===== src/rtl/sseg_scan_mux_if.sv =====
// rtl/sseg_scan_mux_if.sv - digit pattern inputs and display drive outputs of the scan mux
interface sseg_scan_mux_if;
  logic [7:0] sseg0;
  logic [7:0] sseg1;
  logic [7:0] sseg2;
  logic [7:0] sseg3;
  logic [3:0] blank;
  logic [3:0] an;
  logic [7:0] sseg;
  logic       frame_start;

  modport master (
    output sseg0, sseg1, sseg2, sseg3, blank,
    input  an, sseg, frame_start
  );

  modport slave (
    input  sseg0, sseg1, sseg2, sseg3, blank,
    output an, sseg, frame_start
  );
endinterface


===== src/rtl/sseg_scan_mux.sv =====
// rtl/sseg_scan_mux.sv - 4-digit common-anode seven-segment scanner with per-frame latching and dead time
module sseg_scan_mux #(
  parameter int REFRESH_DIV = 100000,
  parameter int DEAD_CYCLES = 16
) (
  input logic            clk,
  input logic            reset,
  sseg_scan_mux_if.slave bus
);

  localparam int             CW   = $clog2(REFRESH_DIV);
  localparam logic [CW-1:0]  LAST = CW'(REFRESH_DIV - 1);
  localparam logic [CW-1:0]  DEAD = CW'(DEAD_CYCLES);

  logic [CW-1:0] cnt;
  logic [1:0]    slot;
  logic [7:0]    sh [4];
  logic [3:0]    sh_blank;
  logic [3:0]    an_q;
  logic [7:0]    sseg_q;
  logic          frame_start_q;

  logic          load;
  logic [3:0]    an_d;
  logic [7:0]    sseg_d;

  // Shadow loads only at the very first cycle of a frame, which is always dead time.
  assign load = (cnt == '0) && (slot == 2'd0);

  always_comb begin
    an_d   = 4'b1111;
    sseg_d = 8'hFF;
    if (cnt >= DEAD && !sh_blank[slot]) begin
      an_d[slot] = 1'b0;
      sseg_d     = sh[slot];
    end
  end

  always_ff @(posedge clk) begin
    if (reset) begin
      cnt           <= '0;
      slot          <= 2'd0;
      for (int i = 0; i < 4; i++) sh[i] <= 8'hFF;
      sh_blank      <= 4'b1111;
      an_q          <= 4'b1111;
      sseg_q        <= 8'hFF;
      frame_start_q <= 1'b0;
    end else begin
      if (cnt == LAST) begin
        cnt  <= '0;
        slot <= slot + 2'd1;
      end else begin
        cnt <= cnt + 1'b1;
      end
      if (load) begin
        sh[0]    <= bus.sseg0;
        sh[1]    <= bus.sseg1;
        sh[2]    <= bus.sseg2;
        sh[3]    <= bus.sseg3;
        sh_blank <= bus.blank;
      end
      an_q          <= an_d;
      sseg_q        <= sseg_d;
      frame_start_q <= load;
    end
  end

  assign bus.an          = an_q;
  assign bus.sseg        = sseg_q;
  assign bus.frame_start = frame_start_q;

endmodule


===== src/flat_wrapper.sv =====
// flat-port wrapper written by rule: the top's interface ports become plain ports
module sseg_scan_mux_flat 
#(
  parameter int REFRESH_DIV = 100000,
  parameter int DEAD_CYCLES = 16
)
  (clk, reset, bus_sseg0, bus_sseg1, bus_sseg2, bus_sseg3, bus_blank, bus_an, bus_sseg, bus_frame_start);
  sseg_scan_mux_if bus_i ();
  input logic clk;
  input logic reset;
  input wire logic [$bits(bus_i.sseg0)-1:0] bus_sseg0;
  input wire logic [$bits(bus_i.sseg1)-1:0] bus_sseg1;
  input wire logic [$bits(bus_i.sseg2)-1:0] bus_sseg2;
  input wire logic [$bits(bus_i.sseg3)-1:0] bus_sseg3;
  input wire logic [$bits(bus_i.blank)-1:0] bus_blank;
  output wire logic [$bits(bus_i.an)-1:0] bus_an;
  output wire logic [$bits(bus_i.sseg)-1:0] bus_sseg;
  output wire logic [$bits(bus_i.frame_start)-1:0] bus_frame_start;
  assign bus_i.sseg0 = bus_sseg0;
  assign bus_i.sseg1 = bus_sseg1;
  assign bus_i.sseg2 = bus_sseg2;
  assign bus_i.sseg3 = bus_sseg3;
  assign bus_i.blank = bus_blank;
  assign bus_an = bus_i.an;
  assign bus_sseg = bus_i.sseg;
  assign bus_frame_start = bus_i.frame_start;
  sseg_scan_mux #(.REFRESH_DIV(REFRESH_DIV), .DEAD_CYCLES(DEAD_CYCLES)) u_core (.clk(clk), .reset(reset), .bus(bus_i));
endmodule

===== config.mk =====
export PLATFORM = sky130hd
export DESIGN_NAME = sseg_scan_mux_flat
export DESIGN_NICKNAME = d
export VERILOG_FILES = /design/src/rtl/sseg_scan_mux_if.sv /design/src/rtl/sseg_scan_mux.sv /design/src/flat_wrapper.sv
export SDC_FILE = /design/constraint.sdc
export NUM_CORES = 1
export LEC_CHECK = 0
export ABC_CLOCK_PERIOD_IN_PS = 6500
export CORE_AREA = 5 5 91 93
export DETAILED_ROUTE_END_ITERATION = 8
export DIE_AREA = 0 0 96 98
export PLACE_DENSITY = 0.68
export SLEW_MARGIN = 25
export SYNTH_ARGS = -nofsm -noshare
export SYNTH_HDL_FRONTEND = slang
export SYNTH_SLANG_ARGS = --single-unit

===== constraint.sdc =====
create_clock -name clk -period 6.5 [get_ports clk]
set_clock_uncertainty 0.15 [all_clocks]
set_input_delay 0.65 -clock clk [delete_from_list [all_inputs] [get_ports clk]]
set_output_delay 0.65 -clock clk [all_outputs]
set_load 0.01 [all_outputs]

# After elaboration in Yosys (flattened, before gate mapping)
# Memories as Yosys holds them, arrays and structs flattened. A register that Yosys moved wholly into a read port is not among the register bits.
# Index checks and enable logic that the tools add are counted.
[word_totals]
register_bits = 28
latch_bits = 0
memories = 1
in_bits = 38
romBits = 0
out_inout_bits = 13
ramBits = 32
wordCells = 39
[op_classes]
shift = 0
div_mod_pow = 0
n_addsub = 2
mul = 0
n_lt_le_gt_ge = 3
n_reduce_logical = 8
n_bitwise = 6
n_mux = 13
n_eq_ne = 1
[mem_list]
columns = ["name", "depth", "word_bits", "rd", "rd_clocked_by_memory_dff", "wr", "line_no", "rtl"]
rows = [
  ["u_core.sh", 4, 8, 1, 1, 4, "sseg_scan_mux.sv:17", "logic [7:0] sh [4];"],
]
[op_table]
columns = ["operator", "n"]
rows = [
  ["$mux 8", 4],
  ["$add 17x1->17 const B", 1],
  ["$eq 17x17->1 const B", 1],
  ["$ge 17x5->1 const B", 1],
  ["$logic_not 17->1", 1],
  ["$mux 1", 7],
  ["$not 4->4", 1],
  ["$or 1x1->1", 4],
  ["$reduce_or 2->1", 2],
  ["$logic_and 1x1->1", 3],
  ["$lt 2x3->1 const B", 1],
  ["$add 2x1->2 const B", 1],
  ["$bmux 1 s2", 1],
  ["$demux 1 s2", 1],
  ["$ge 2x1->1 const B", 1],
  ["$logic_not 2->1", 1],
  ["$logic_not 1->1", 1],
  ["$not 1->1", 1],
]

# Depth between registers and ports, before layout
# Gate-level depths: netlist of the first run.
[logic_depth]
depth_word = 6
depth_mapped = 8
depth_no_buf = 6

# Worst setup path before layout of the first run
# OpenSTA, ideal clock, no wires.
[synth_timing]
path_kind = "reg-to-reg"
startpoint = "register u_core.slot[0]"
endpoint = "memory u_core.sh[0][0] (enable)"
period_less_slack_ns = 2.257
t_arrival_ns = 1.716
t_required_ns = 5.959
setup_time_ns = 0.391
path_stages_with_launch = 7
n_path_buf = 1
path_slack_ns = 4.243
path_cell_list = "dfxtp_1 clkbuf_8 inv_1 ha_1 nand4bb_1 inv_1 a21o_1"
[synth_rtl]
columns = ["element", "line_no", "rtl"]
rows = [
  ["from (decl)", "sseg_scan_mux.sv:16", "logic [1:0] slot;"],
  ["from (signal assigned)", "sseg_scan_mux.sv:51", "slot <= slot + 2'd1;"],
  ["to (decl)", "sseg_scan_mux.sv:17", ""],
]

==> key figures, run 1 <==
Status
  • Status: finished, final reports clean

Yosys
  • YS warnings: 0
  • Synth area leaders: edfxtp_1, dfxtp_1, mux4_2
  • Post-synthesis register bit count: a little under 70
  • Post-synth ARST share: 0%
  • Synthesized area per cell: approximately 13 um2
  • Post-Synthesis Cell Area: about 2800 um2
  • Number of synthesized flops with an enable pin: 32
  • Post-synth top cells: dfxtp_1, edfxtp_1, or2_2
  • Main synth FF type: dfxtp_1
  • Syn Inst Count: 227
  • Cell with the most instances after synthesis: dfxtp_1
  • Library cells used by synthesis: 33
  • Post-synth top area cell: edfxtp_1
  • Synthesized Nets: 271
  • Top cell type's share of synthesized area: between 30 and 40%
  • Sequential fraction of the synthesis area: 59.2%

Floorplanning
  • Total core area: about 7400 um2
  • Die W: approximately 96 um
  • Top Ports: a little over 50
  • Die Y: 98 um
  • Initial core utilization: about two fifths
  • DIE AREA: between 9000 and 10000 um2
  • # rows: 32

STA
  • Final setup fails: 0
  • Setup TNS: 0 ps
  • Fmax: 378 MHz
  • Fin crit period: 2640 ps
  • Period utilization: about two fifths
  • Final Hold Fails: 0
  • Worst-Margin Slew: a little under 900 ps
  • Rel. slew slack: between 40 and 50%
  • RSZ-0062 raised after global routing: false
  • Slew Limit Fails: 0

Flow run
  • Max Cap Viol: 0

Place
  • IO Port Bufs: 50
  • DP HPWL: 3720 um
  • Placed cell count: ~370
  • RePlAce Congestion: 0.851

Detailed routing
  • Residual DRC count: 0
  • Vias per inst: 4.73
  • WL final: 5330 um
  • Antenna-violating nets left: 0
  • Iteration-0 DRC Markers: 56
  • Routed WL per cell: between 10 and 15 um
  • Via count: about 1800
  • Pre-antenna DRT Iters: 4

Hold path
  • HP Start: u_core.sh_blank[2]
  • Class of the worst hold path: reg2reg

Clock tree
  • Maximum clock path buffer count: 2
  • Cts hold-fix bufs: 0
  • CTS Sinks: between 60 and 70
  • CTS clock-pin slew for the worst setup and hold paths: about 70 ps
  • Cts bufs inserted: 9
  • Post-CTS resize count: 0
  • Clk_lat worst skew: ~340 ps
  • CTS root buf: clkbuf_8
  • # Post-CTS Setup Buffers: 0
  • CTS tree: done
  • H-tree Lvls: 3

Critical path
  • Crit-path cells: inv_1 -> ha_1 -> nand4bb_1 -> nor2_1 -> nand2_1 -> or2_2
  • CP arrival: about 2600 ps
  • CP delay by family, top: simple AND/OR/NAND/NOR gates
  • Worst Path Buf+Inv: 1
  • CP Capture Type: flip-flop
  • Worst Setup SP: u_core.slot[0]
  • Worst EP required: 6430 ps
  • Worst path slowest cell: dfxtp_1
  • Flop2flop setup slack: between 3000 and 4000 ps
  • CP Max Fanout: 37
  • CP max stage delay: roughly 570 ps
  • WS Path Type: reg2reg
  • FF-to-FF Start: u_core.slot[0]
  • CP Launch Type: flip-flop

Pwr
  • Leak Pwr: about 1.2 nW
  • Worst vdd ir: ~110 uV
  • Power per Cell Area: roughly 250 nW/um2

Global routing
  • Largest net degree at the start of global routing: 38
  • Gr ovfl total: 0
  • Via count of the first global-routing pass: about 1900
  • Initial antenna violation count: 0
  • GRT Overall Usage: 12.6%
  • Global-route wire length before repair: around 9100 um

Final layout
  • Area grow syn2layout: 27.7%
  • Ant. Diodes: 0
  • Final-stage net count: ~330
  • Util after Layout: between 40% and 50%
  • Layout cells sized above 1: 21.3%
  • Post-route insts no fill: 388
[cell type report]
| class | instances | area, um2 |
|---|---|---|
| Tap cell | 102 | 128 |
| Timing Repair Buffer | 52 | 515 |
| Sequential cell | 68 | 1680 |
| Fill cell | 678 | 3820 |
| Clock inverter | 7 | 90.1 |
| Inverter | 8 | 30.0 |
| Multi-Input combinational cell | 142 | 1060 |
| Clock buffer | 9 | 124 |
[logic make-up after synthesis]
group	share of synthesized area (%)
buf+inv	3.48
simple gates	19.8
xor+xnor	4.01
flops	59.2
mux	7.13
fa+ha+maj	2.64
compound gates	3.74
[power breakdown]
part | switching [mW] | internal [mW] | total [mW]
Combinational | 0.0269 | 0.0403 | 0.0671
Clock | 0.160 | 0.215 | 0.374
Sequential | 0.00736 | 0.471 | 0.478
Total | 0.194 | 0.726 | 0.919
[registers in the layout, indices dropped and copies added (netlist names)]
| signal | cells |
|---|---|
| u_core.sh | 32 |
| u_core.sh_blank | 4 |
| u_core.slot | 2 |
| u_core.bus.sseg | 8 |
| u_core.bus.an | 4 |
| u_core.bus.frame_start | 1 |
| u_core.cnt | 17 |
[worst register-to-register path, cell delays in order, from the launching register on]
cell       delay (ps)
dfxtp_1           570
inv_1             190
ha_1              210
nand4bb_1         140
nor2_1            110
nand2_1           510
or2_2             520
[through the flow]
stage / hold WS, ps / power (mW) / instance area, um2 / setup slack [ps]
after detailed placement: 323 / 0.556 / 3420 / 3640
final: 340 / 0.919 / 3630 / 3860
after global routing: 358 / 0.960 / 3630 / 3500
after global placement: 312 / 0.554 / 3420 / 3690
after floorplan: 303 / 0.522 / 2840 / 4240
after CTS: 340 / 0.930 / 3630 / 3760
[final timing paths]
| path | endpoint | depth (start not counted) |
|---|---|---|
| setup / recovery | u_core.sh[3][2] | 6 |
| setup reg to reg | u_core.sh[3][2] | 6 |
| hold reg to reg | u_core.sh_blank[2] | 1 |
| hold / removal | u_core.sh_blank[2] | 1 |
[layer usage]
metal  share of wire (%)  global-route usage [%]  routed length, um  up-vias
met5                   0                       0                  0        -
li1                    -                       -                  -      910
met3                 4.1                    2.77                221        8
met2                  49                    19.8               2620       37
met1                  45                    15.8               2380      879
met4                 1.9                    7.22                101        0
[placed cells by master (no fill, tap or decap), types with 2 or more instances in the layout]
cell type	instances
clkdlybuf4s50_1	50
dfxtp_1	36
or2_2	32
edfxtp_1	32
nor2_1	18
nand2_1	13
mux4_2	9
clkbuf_8	9
inv_1	8
nand2b_1	8
nand4_1	7
xor2_1	7
xnor2_1	6
ha_1	6
nor4_1	5
o22a_1	4
a21oi_1	4
nor3_1	3
nand3_1	3
o21ai_0	2
or3_1	2
and3_1	2
o31ai_1	2
or4_1	2
bufinv_16	2
clkinv_1	2
buf_4	2
No activity file was read; power rests on OpenSTA's default activity.
==> run 2: changes to the inputs <==
ABC_CLOCK_PERIOD_IN_PS = 2800   (was 6500)
clock period = 2.8 ns   (was 6.5 ns; I/O delays follow)
==> key figures, run 2 (synthesis results as in run 1) <==
Floorplanning
  • Top Ports: 51 (unchanged)
  • Initial core utilization: 38.2% (unchanged)
  • Total core area: 7450 um2 (unchanged)
  • Die W: 96 um (unchanged)
  • Die Y: 98 um (unchanged)
  • # rows: 32 (unchanged)
  • DIE AREA: 9410 um2 (unchanged)

Critical path
  • CP Capture Type: flip-flop
  • Worst EP required: 2710 ps (-3720 ps)
  • Worst Reg-to-Reg Cells: 4 (-2)
  • CP Launch Type: flip-flop
  • WS Path Type: reg2reg
  • Worst Setup SP: u_core.cnt[13]
  • CP endpoint: u_core.sh[1][7]
  • Crit-path cells: nor4_1 -> and4_1 -> a21o_1 -> buf_12
  • Worst path slowest cell: a21o_1
  • Worst r2r dst: u_core.sh[1][7]
  • Flop2flop setup slack: 620 ps (-3240 ps)
  • CP max stage delay: 470 ps (-100 ps)
  • FF-to-FF Start: u_core.cnt[13]
  • CP Max Fanout: 24 (-35%)
  • CP arrival: 2080 ps (-500 ps)

STA
  • Period utilization: 77.8% (+37 points)
  • Fin crit period: 2180 ps (-464 ps)
  • Slew Limit Fails: 0 (unchanged)
  • Final Hold Fails: 0 (unchanged)
  • Final Worst Setup Slack: 622 ps (-3240 ps)
  • Final setup fails: 0 (unchanged)
  • Worst-Margin Slew: 529 ps (-357 ps)
  • RSZ-0062 raised after global routing: false
  • Rel. slew slack: 64.7% (+24 points)
  • Setup TNS: 0 ps (unchanged)
  • Fmax: 459 MHz (+21%)

Clock tree
  • Post-CTS resize count: 0 (unchanged)
  • # Post-CTS Setup Buffers: 0 (unchanged)
  • Cts hold-fix bufs: 0 (unchanged)
  • Maximum clock path buffer count: 2 (unchanged)
  • Clk_lat worst skew: 360 ps (+20 ps)
  • CTS tree: done
  • CTS Sinks: 68 (unchanged)
  • CTS clock-pin slew for the worst setup and hold paths: 70 ps (about the same)
  • CTS root buf: clkbuf_8
  • H-tree Lvls: 3 (unchanged)
  • Cts bufs inserted: 9 (unchanged)

Pwr
  • Leak Pwr: 1.23 nW (+4.4%)
  • Worst vdd ir: 255 uV (+130%)
  • Total power: 2.35 mW (+160%)
  • Power per Cell Area: 630 nW/um2 (+150%)

Status
  • Status: finished, final reports clean

Global routing
  • Initial antenna violation count: 0 (unchanged)
  • Global-route wire length before repair: 8900 um (-1.7%)
  • GRT Overall Usage: 12.6% (-0.022 points)
  • Largest net degree at the start of global routing: 38 (unchanged)
  • Via count of the first global-routing pass: 1885 (-0.53%)
  • Gr ovfl total: 0 (unchanged)

Detailed routing
  • Routed WL per cell: 13.4 um (-2.5%)
  • Via count: 1827 (-0.38%)
  • Pre-antenna DRT Iters: 4 (unchanged)
  • WL final: 5240 um (-1.5%)
  • Iteration-0 DRC Markers: 114 (+100%)
  • Residual DRC count: 0 (unchanged)
  • Vias per inst: 4.66 (-1.4%)
  • Antenna-violating nets left: 0 (unchanged)

Final layout
  • Commonest non-fill, non-tap cells in the layout: clkdlybuf4s50_1, dfxtp_1, or2_2, edfxtp_1, nor2_1
  • Layout cells sized above 1: 23.1% (+1.8 points)
  • Fill cell count: 687 (+1.3%)
  • Ant. Diodes: 0 (unchanged)
  • Most common cell after layout, fill and taps aside: clkdlybuf4s50_1
  • Area grow syn2layout: 31.2%
  • Final-stage net count: 329 (+1.2%)
  • Largest register by flop count: u_core.sh
  • Max reg flops: 32 (unchanged)

Hold path
  • Class of the worst hold path: reg2reg

Place
  • DP HPWL: 3770 um (+1.1%)
  • RePlAce Congestion: 0.813 (-4.4%)
  • Dpl ws: 644 ps (-3000 ps)
  • IO Port Bufs: 50 (unchanged)

Flow run
  • Max Cap Viol: 0 (unchanged)
[run 2: cell types whose count changed in the layout (fill, tap and decap cells not counted), sizes merged]
| cell | previous run | this run |
|---|---|---|
| buf | 2 | 6 |
| clkinv | 4 | 1 |
| bufinv | 2 | 4 |
| inv | 9 | 10 |
[run 2: layout make-up]
cell class / instances / area (um2) / area share (%)
multi-input cells: 142 / 1060 / 28.5
clock inverters: 7 / 146 / 3.93
inverters: 8 / 30.0 / 0.805
repair buffers: 56 / 558 / 15.0
well taps: 102 / 128 / 3.42
clock buffers: 9 / 124 / 3.32
flip-flops and latches: 68 / 1680 / 45.1
[run 2: metrics by stage]
step                instances  hold slack [ps]  util (%)  cell area (um2)
finish                    392              332      50.1             3730
floorplan                 227              199         -             2840
detailed placement        376              320      46.4             3460
global route              392              357      50.1             3730
CTS                       392              339      50.1             3730
global placement          376              310      46.4             3460
[run 2: worst min path at each step]
stage / startpoint / cells after the start / slack (ps) / endpoint
2_1_floorplan: reset / 1 / 200 / u_core.slot[0]
3_3_place_gp: u_core.sh_blank[0] / 1 / 310 / u_core.sh_blank[0]
3_5_place_dp: u_core.sh_blank[0] / 1 / 320 / u_core.sh_blank[0]
4_1_cts: u_core.sh_blank[0] / 1 / 340 / u_core.sh_blank[0]
5_1_grt: bus_blank[3] / 2 / 360 / u_core.sh_blank[3]
6_report: u_core.sh_blank[0] / 1 / 330 / u_core.sh_blank[0]
[run 2: layer usage]
layer  vias to the layer above  GRT usage (%)  share of wire, %
met5                         -              0                 0
met4                         0           6.89               2.7
met3                        12           4.01               5.5
met2                        38           19.2                49
met1                       862           15.6                43
li1                        915              -                 -
[run 2: power breakdown]
group	switching, mW	internal (mW)	total, mW
clock network	0.392	0.689	1.08
registers	0.0154	1.09	1.11
logic	0.0635	0.0989	0.162
[run 2: worst max-delay path, delay by kind of cell (launching register included)]
kind	cells	cell delay (ps)
AND/OR/NAND/NOR	2	670
AO/OA/AOI/OAI	1	470
buffers and inverters	1	250
flip-flops	1	340
